**config.mk**
```make
export PLATFORM = sky130hd
export DESIGN_NAME = ripple_carry_adder4_flat
export DESIGN_NICKNAME = d
export VERILOG_FILES = /design/src/rtl/ripple_carry_adder4_pkg.sv /design/src/rtl/ripple_carry_adder4_if.sv /design/src/rtl/ripple_carry_adder4_full_adder.sv /design/src/rtl/ripple_carry_adder4.sv /design/src/flat_wrapper.sv
export SDC_FILE = /design/constraint.sdc
export NUM_CORES = 1
export LEC_CHECK = 0
export CORE_AREA = 10 10 47 49
export CTS_BUF_LIST = sky130_fd_sc_hd__clkbuf_8
export CTS_CLUSTER_DIAMETER = 30
export DETAILED_ROUTE_END_ITERATION = 7
export DIE_AREA = 0 0 57 59
export PLACE_DENSITY = 0.51
export SETUP_SLACK_MARGIN = 0.3
export SYNTH_ARGS = -nofsm -noshare
export SYNTH_HDL_FRONTEND = slang
export SYNTH_SLANG_ARGS = --single-unit
```
**constraint.sdc**
```tcl
create_clock -name clk -period 4.6 [get_ports clk]
set_input_delay 0.92 -clock clk [delete_from_list [all_inputs] [get_ports clk]]
set_output_delay 0.92 -clock clk [all_outputs]
set_load 0.005 [all_outputs]
```
**src/rtl/ripple_carry_adder4_pkg.sv**
```systemverilog
// Shared configuration for the ripple-carry adder slice.
package ripple_carry_adder4_pkg;

   localparam int unsigned DEFAULT_WIDTH = 4;
   localparam int unsigned MAX_WIDTH     = 64;

endpackage

```
**src/rtl/ripple_carry_adder4_if.sv**
```systemverilog
// Operand/result bundle for the ripple-carry adder; master drives operands, slave returns results.
interface ripple_carry_adder4_if
   import ripple_carry_adder4_pkg::*;
#(
   parameter int unsigned WIDTH = DEFAULT_WIDTH
);

   logic [WIDTH-1:0] a;
   logic [WIDTH-1:0] b;
   logic             c;
   logic [WIDTH-1:0] sum;
   logic             carry;

   modport master (
      output a,
      output b,
      output c,
      input  sum,
      input  carry
   );

   modport slave (
      input  a,
      input  b,
      input  c,
      output sum,
      output carry
   );

endinterface

```
**src/rtl/ripple_carry_adder4_full_adder.sv**
```systemverilog
// Single-bit full adder; one link of the carry ripple chain.
module full_adder (
   input  logic a,
   input  logic b,
   input  logic cin,
   output logic s,
   output logic cout
);

   logic p;

   assign p    = a ^ b;
   assign s    = p ^ cin;
   assign cout = (a & b) | (cin & p);

endmodule

```
**src/rtl/ripple_carry_adder4.sv**
```systemverilog
// Parameterised ripple-carry adder with registered sum/carry; one-cycle latency, loads every cycle.
module ripple_carry_adder4
   import ripple_carry_adder4_pkg::*;
#(
   parameter int unsigned WIDTH = DEFAULT_WIDTH
) (
   input  logic                    clk,
   input  logic                    rst,
   ripple_carry_adder4_if.slave    bus
);

   logic [WIDTH:0]   cy;
   logic [WIDTH-1:0] s;
   logic [WIDTH-1:0] sum_q;
   logic             carry_q;

   assign cy[0] = bus.c;

   // Carry vector is one bit wider than the operands; its top bit is the carry-out.
   for (genvar i = 0; i < WIDTH; i++) begin : g_fa
      full_adder u_fa (
         .a    (bus.a[i]),
         .b    (bus.b[i]),
         .cin  (cy[i]),
         .s    (s[i]),
         .cout (cy[i+1])
      );
   end

   always_ff @(posedge clk) begin
      if (rst) begin
         sum_q   <= '0;
         carry_q <= 1'b0;
      end else begin
         sum_q   <= s;
         carry_q <= cy[WIDTH];
      end
   end

   assign bus.sum   = sum_q;
   assign bus.carry = carry_q;

endmodule

```
**src/flat_wrapper.sv**
```systemverilog
// flat-port wrapper written by rule: the top's interface ports become plain ports
module ripple_carry_adder4_flat import ripple_carry_adder4_pkg::*;
#(
   parameter int unsigned WIDTH = DEFAULT_WIDTH
)
  (clk, rst, bus_a, bus_b, bus_c, bus_sum, bus_carry);
  ripple_carry_adder4_if #(.WIDTH(WIDTH)) bus_i ();
  input  logic clk;
  input  logic rst;
  input wire logic [$bits(bus_i.a)-1:0] bus_a;
  input wire logic [$bits(bus_i.b)-1:0] bus_b;
  input wire logic [$bits(bus_i.c)-1:0] bus_c;
  output wire logic [$bits(bus_i.sum)-1:0] bus_sum;
  output wire logic [$bits(bus_i.carry)-1:0] bus_carry;
  assign bus_i.a = bus_a;
  assign bus_i.b = bus_b;
  assign bus_i.c = bus_c;
  assign bus_sum = bus_i.sum;
  assign bus_carry = bus_i.carry;
  ripple_carry_adder4 #(.WIDTH(WIDTH)) u_core (.clk(clk), .rst(rst), .bus(bus_i));
endmodule
```
==> flow_summary.json, run 1 <==
{
  "status": "finished clean",
  "max_slew_margin": 0.889,
  "grt_pass1_wl_um": 841,
  "chipWidth_um": 57,
  "layout_min_cycle_time_ps": 2760,
  "period_share": 0.599,
  "start_util": 0.164,
  "final_common_cell": "clkdlybuf4s50_1",
  "vias": 184,
  "remaining_drc_errors": 0,
  "slew_viol_final": 0,
  "critPathMaxStageDelay_ps": 400,
  "hold_viol_final": 0,
  "die_height_um": 59,
  "routedWlPerCell_um": 9.00,
  "netlist_instances": 21,
  "cpMaxStageDelayCell": "fa_1",
  "finalWeightedCongestion": 0.636,
  "placed_cells": 52,
  "layout-drive-gt1-share": 0.0750,
  "rsz0062_at_grt": "no",
  "cap_violations": 0,
  "yosysTopAreaCellShare": 0.435,
  "finalInstanceArea_um2": 445,
  "hold_path.class": "input pin to flip-flop",
  "timing.critical_path.from": "bus_c",
  "antenna_found_initial": 0,
  "place_area_um2": 400,
  "netlist.top_cell.by_area": "dfxtp_1",
  "ys_warn_count": 0,
  "power_leakage_nw": 0.203,
  "tightest_slew_ps": 166,
  "syn_nets": 36,
  "p_total_w": 0.000157,
  "required_ps": 4760,
  "dp_hpwl_um": 438,
  "irDropWorstVdd_v": 0.0000759,
  "startpoint_type": "input pin",
  "io_pins": 16,
  "cp.depth": 9,
  "h-tree-depth": 1,
  "numPortBuffers": 15,
  "power_density_mw_per_mm2": 352,
  "yosysUniqueCellTypes": 5,
  "dieArea_mm2": 0.00336,
  "cts_tree": "done",
  "worstSetupEndpoint": "u_core.bus.sum[3]",
  "grt_pass1_vias": 206,
  "ant_nets": 0,
  "vias_per_cell": 3.29,
  "worst-path-buf-inv": 4,
  "cts_buffers": 3,
  "yosys-top-cells-area": "dfxtp_1 43%, fa_1 35%, inv_1 11%",
  "rows": 14,
  "setup_violations": 0,
  "fin_setup_tns_ps": 0,
  "avgSynthCellArea_um2": 11.0,
  "final_cell_count_no_fill": 56,
  "cts-root-buf": "clkbuf_8",
  "drtIter0Drc": 1,
  "cts_hold_buf": 0,
  "cp.arrival_ps": 2910,
  "ys_seq_elements": 5,
  "crit_fanout": 1,
  "hold_ws_ps": 1320,
  "clkTransAtPathRegs_ps": 30,
  "syn2layout_area_growth_pct": 93.5,
  "grt_max_degree": 6,
  "core_area_mm2": 0.00140,
  "ys_seq_area_frac": 0.435,
  "hold_path_depth": 2,
  "grt_use_total": 0.0374,
  "clock_sinks": 5,
  "totalWireLength_um": 504,
  "antenna_cells": 0,
  "drt_pass1_iterations": 2,
  "crit_chain": "clkdlybuf4s50_1, inv_1, fa_1, inv_1, fa_1, fa_1, inv_1, fa_1, nor2_1",
  "nNetsFinal": 56,
  "syn_area_um2": 230,
  "crit_top_cell": "fa_1",
  "crit_family": "adder cells",
  "critPathKind": "input pin to flip-flop",
  "clk_path_buf_depth": 2,
  "grt_overflow": 0,
  "post_cts_buffers": 0,
  "max_freq_ghz": 0.363,
  "cts.repair.resized": 0,
  "final_cell_mix": "15 x clkdlybuf4s50_1, 8 x inv_1, 5 x dfxtp_1",
  "end_kind": "flip-flop"
}
## worst min path at each step
stage / startpoint / end / slack, ps
floorplan: rst / u_core.bus.sum[3] / 990
detailed placement: rst / u_core.bus.sum[3] / 1560
finish: rst / u_core.bus.sum[3] / 1320
global route: rst / u_core.bus.sum[3] / 1340
CTS: rst / u_core.bus.sum[3] / 1330
global placement: rst / u_core.bus.sum[3] / 1560
## kinds of logic after synthesis
family	synth area share
adders and majority gates	0.348
and+or+nand+nor	0.103
DFF	0.435
buffers and inverters	0.114
## stage by stage
| stage | utilization | setup WS (ps) |
|---|---|---|
| 4_1_cts | 0.318 | 1830 |
| 3_3_place_gp | 0.286 | 1610 |
| 3_5_place_dp | 0.286 | 1600 |
| 5_1_grt | 0.318 | 1720 |
| 2_1_floorplan | - | 2080 |
| 6_report | 0.318 | 1840 |
## registers in the layout, summed over array words and instances (netlist names)
signal            count
u_core.bus.carry      1
u_core.bus.sum        4
## layout make-up
| cell class | count | area [µm²] |
|---|---|---|
| Clock inverter | 1 | 3.75 |
| Multi-Input combinational cell | 9 | 104 |
| Inverter | 7 | 26.3 |
| Timing Repair Buffer | 15 | 150 |
| Sequential cell | 5 | 100 |
| Fill cell | 169 | 956 |
| Tap cell | 16 | 20.0 |
| Clock buffer | 3 | 41.3 |
## routing by layer
metal,global-route usage,part of all wire
met5,0,0
met4,0.0705,0.046
met3,0.0343,0.16
met2,0.0450,0.49
met1,0.0242,0.30
## synthesized netlist by cell type, drive strengths merged
cell type  number
fa              4
dfxtp           5
nor2b           2
inv             7
nor2            3
## report_power, final
part / switching [W] / total [W] / leakage, nW / internal [W]
sequential: 0.00000106 / 0.0000496 / 0.0417 / 0.0000486
combinational: 0.00000925 / 0.0000295 / 0.134 / 0.0000203
clock: 0.0000205 / 0.0000777 / 0.0269 / 0.0000571
Note: power is estimated with default switching activity, not from simulation.
==> run 2, diff against run 1 <==
- PLACE_DENSITY: 0.51 -> 0.53
- clock period: 4.6 -> 2.33 ns (I/O delays scaled with it)
==> flow_summary.json, run 2 (synthesized netlist as in run 1, its figures left out) <==
{
  "grt_overflow": 0,
  "startpoint_type": "input pin",
  "place_area_um2": 403,
  "final_cell_count_no_fill": 56,
  "grt_max_degree": 6,
  "largest_reg_flops": 4,
  "power_density_mw_per_mm2": 709,
  "placed_cells": 52,
  "grt_use_total": 0.0352,
  "multiInputGateArea_um2": 111,
  "seq_area_um2": 100,
  "cp.depth": 9,
  "grt_pass1_wl_um": 828,
  "use_met2": 0.0419,
  "hold_path.class": "input pin to flip-flop",
  "period_share": 0.833,
  "io_pins": 16,
  "finalWeightedCongestion": 0.635,
  "rows": 14,
  "setup_violations": 0,
  "syn2layout_area_growth_pct": 90.8,
  "grt_busiest_layer": "met4",
  "hold_path_depth": 4,
  "max_freq_ghz": 0.515,
  "layout_min_cycle_time_ps": 1940,
  "totalWireLength_um": 500,
  "antenna_found_initial": 0,
  "remaining_drc_errors": 0,
  "cpMaxStageDelayCell": "fa_1",
  "antenna_cells": 0,
  "layout-drive-gt1-share": 0.325,
  "hold_viol_final": 0,
  "max_slew_margin": 0.889,
  "end_kind": "flip-flop",
  "routedWlPerCell_um": 8.93,
  "core_area_mm2": 0.00140,
  "dieArea_mm2": 0.00336,
  "h-tree-depth": 1,
  "worst-path-buf-inv": 4,
  "vias_per_cell": 3.43,
  "drt_pass1_iterations": 3,
  "p_total_w": 0.000311,
  "status": "finished clean",
  "clkTransAtPathRegs_ps": 30,
  "required_ps": 2490,
  "nFillCells": 164,
  "crit_fanout": 1,
  "rsz0062_at_grt": "no",
  "crit_family": "adder cells",
  "slew_viol_final": 0,
  "cts_hold_buf": 0,
  "finalInstanceArea_um2": 439,
  "vias": 192,
  "critPathMaxStageDelay_ps": 400,
  "clk_path_buf_depth": 2,
  "irDropWorstVdd_v": 0.000142,
  "drtIter0Drc": 1,
  "clock_sinks": 5,
  "final_cell_mix": "10 x clkdlybuf4s50_1, 5 x dfxtp_1, 4 x inv_1, 4 x inv_2",
  "nNetsFinal": 56,
  "cts_buffers": 3,
  "die_height_um": 59,
  "critPathKind": "input pin to flip-flop",
  "power_leakage_nw": 0.206,
  "holdCritStartpoint": "bus_a[0]",
  "met3_usage": 0.0365,
  "cp.arrival_ps": 2100,
  "cts_tree": "done",
  "grt_pass1_vias": 225,
  "timing.critical_path.from": "bus_c",
  "post_cts_buffers": 0,
  "cap_violations": 0,
  "numPortBuffers": 15,
  "final_common_cell": "clkdlybuf4s50_1",
  "ant_nets": 0,
  "tightest_slew_ps": 166,
  "grtUsageMet1": 0.0229,
  "chipWidth_um": 57,
  "cts-root-buf": "clkbuf_8",
  "start_util": 0.164,
  "crit_chain": "buf_2, inv_2, fa_2, inv_2, fa_2, fa_2, inv_2, fa_1, nor2_1"
}
run 2: cell count changes in the layout (fill, tap and decap cells not counted), sizes merged:
cell,change
clkdlybuf4s50,-5
buf,+3
dlygate4sd2,+1
dlymetal6s2s,+1
run 2: final cells by class:
class,instances,area share
Inverter,7,0.0598
Clock buffer,3,0.0940
Timing Repair Buffer,15,0.311
Multi-Input combinational cell,9,0.254
Tap cell,16,0.0456
Sequential cell,5,0.228
Clock inverter,1,0.00855
run 2: final timing paths:
kind / to
worst max-delay path: u_core.bus.sum[3]
worst min-delay path: u_core.bus.sum[0]
run 2: layer usage:
metal | share of wire | routed length [µm]
met2 | 0.51 | 254
met1 | 0.31 | 153
met5 | 0 | 0
met4 | 0.034 | 17
met3 | 0.15 | 76
run 2: metrics by stage:
stage                     TNS [ps]  utilization  hold slack, ps  worst slack, ps
after detailed placement      -244        0.288            1100             -188
after floorplan                  0            -             533              310
after global placement        -238        0.288            1100             -185
final                            0        0.313             663              389
after CTS                        0        0.312             667              323
after global routing             0        0.313             677              321
run 2: where the power goes:
part           switching (W)  internal (W)
combinational      0.0000204     0.0000384
clock              0.0000416      0.000113
sequential        0.00000215     0.0000959
total              0.0000642      0.000247
run 2: repair_timing:
item | in CTS | in global routing
setup endpoints to repair | 3 | 1
pin swaps | 5 | 1
gates resized for setup | 18 | 1
==> run 3, diff against run 2 <==
- PLACE_DENSITY: 0.53 -> 0.51
- clock period: 2.33 -> 1.8 ns (I/O delays scaled with it)
==> flow_summary.json, run 3 (synthesized netlist as in run 1, its figures left out) <==
{
  "hold_end": "u_core.bus.sum[0]",
  "antenna_cells": 0,
  "ant_nets": 0,
  "period_share": 0.995,
  "grt_max_degree": 6,
  "end_kind": "flip-flop",
  "placed_cells": 52,
  "die_height_um": 59,
  "finalWeightedCongestion": 0.546,
  "seq_area_um2": 100,
  "start_util": 0.164,
  "cts-root-buf": "clkbuf_8",
  "h-tree-depth": 1,
  "power_switching_share": 0.201,
  "status": "finished clean",
  "routedWlPerCell_um": 9.45,
  "totalWireLength_um": 529,
  "internal_power_w": 0.000325,
  "hold_viol_final": 0,
  "irDropWorstVdd_v": 0.000216,
  "cap_violations": 0,
  "dieArea_mm2": 0.00336,
  "cts_buffers": 3,
  "power_leakage_nw": 0.208,
  "grt_overflow": 0,
  "holdCritStartpoint": "bus_a[0]",
  "p_switching_w": 0.0000818,
  "remaining_drc_errors": 0,
  "drt_pass1_iterations": 1,
  "finalInstanceArea_um2": 470,
  "seq_power_share": 0.311,
  "hold_path.class": "input pin to flip-flop",
  "syn2layout_area_growth_pct": 104,
  "tightest_slew_ps": 155,
  "critPathKind": "input pin to flip-flop",
  "final_common_cell": "clkdlybuf4s50_1",
  "layout-drive-gt1-share": 0.350,
  "nNetsFinal": 56,
  "io_pins": 16,
  "drtIter0Drc": 0,
  "power_density_mw_per_mm2": 865,
  "hold_path_depth": 4,
  "slew_viol_final": 0,
  "required_ps": 1950,
  "layout_min_cycle_time_ps": 1790,
  "p_clk_frac": 0.481,
  "max_freq_ghz": 0.558,
  "max_slew_margin": 0.897,
  "final_cell_count_no_fill": 56,
  "cts_tree": "done",
  "clkTransAtPathRegs_ps": 30,
  "p_total_w": 0.000407,
  "crit_fanout": 1,
  "clock_sinks": 5,
  "hold_ws_ps": 539,
  "grt_pass1_wl_um": 966,
  "chipWidth_um": 57,
  "startpoint_type": "input pin",
  "clk_path_buf_depth": 2,
  "vias": 188,
  "final_cell_mix": "10 x clkdlybuf4s50_1, 5 x dfxtp_1",
  "numPortBuffers": 15,
  "core_area_mm2": 0.00140,
  "post_cts_buffers": 0,
  "grt_use_total": 0.0395,
  "largest_reg_flops": 4,
  "multiInputGateArea_um2": 111,
  "vias_per_cell": 3.36,
  "grt_pass1_vias": 246,
  "rows": 14,
  "setup_violations": 0,
  "nFillCells": 145,
  "place_area_um2": 415,
  "cp.arrival_ps": 1940,
  "rsz0062_at_grt": "yes",
  "pwr-share-comb": 0.208,
  "antenna_found_initial": 0
}
## run 3: changes by cell type in the layout (fill, tap and decap cells not counted), sizes merged
cell	before	now
dlygate4sd2	1	2
dlymetal6s2s	1	0
## run 3: critical path, cell delays in order
cell and delay [ps]:
buf_6 90, inv_4 40, fa_2 190, inv_2 40
fa_2 340, fa_2 340, inv_2 60, fa_1 390
nor2_1 90
## run 3: cell type report
class,count,share of cell area
Inverter,7,0.0824
Multi-Input combinational cell,9,0.237
Timing Repair Buffer,15,0.330
Sequential cell,5,0.213
Clock buffer,3,0.0878
Clock inverter,1,0.00798
Tap cell,16,0.0426
## run 3: repair_timing
item	in CTS	in global routing
pin swaps	5	5
resized for setup	17	3
endpoints found under the hold margin	0	0
hold buffers	0	0
setup endpoints to repair	4	3
## run 3: metrics by stage
| step | utilization | setup WS [ps] | TNS, ps |
|---|---|---|---|
| 4_1_cts | 0.328 | -115 | -115 |
| 5_1_grt | 0.336 | -70.1 | -70.1 |
| 6_report | 0.336 | 8.79 | 0 |
| 2_1_floorplan | - | -57.7 | -57.7 |
| 3_5_place_dp | 0.296 | -670 | -1940 |
| 3_3_place_gp | 0.296 | -642 | -1880 |
## run 3: power groups by stage
| stage | registers, W | logic, W | clock network (W) |
|---|---|---|---|
| after floorplan | 0.000131 | 0.0000251 | 0 |
| after global placement | 0.000129 | 0.0000832 | 0 |
| after detailed placement | 0.000129 | 0.0000851 | 0 |
| after CTS | 0.000127 | 0.0000854 | 0.000204 |
| after global routing | 0.000128 | 0.0000975 | 0.000214 |
| final | 0.000127 | 0.0000846 | 0.000196 |
## run 3: routing by layer
layer | track usage | up-vias | wire, µm
li1 | - | 93 | -
met1 | 0.0300 | 76 | 175
met2 | 0.0496 | 19 | 201
met3 | 0.0536 | 0 | 152
met4 | 0.0302 | 0 | 0
met5 | 0 | - | 0
## run 3: worst max-delay path by stage
stage / startpoint / cells after the start / to / slack, ps
3_5_place_dp: bus_c / 9 / u_core.bus.sum[3] / -670
6_report: bus_b[0] / 9 / u_core.bus.sum[3] / 9
2_1_floorplan: bus_b[0] / 8 / u_core.bus.sum[3] / -60
4_1_cts: bus_c / 9 / u_core.bus.sum[3] / -120
3_3_place_gp: bus_c / 9 / u_core.bus.sum[3] / -640
5_1_grt: bus_b[0] / 9 / u_core.bus.sum[3] / -70
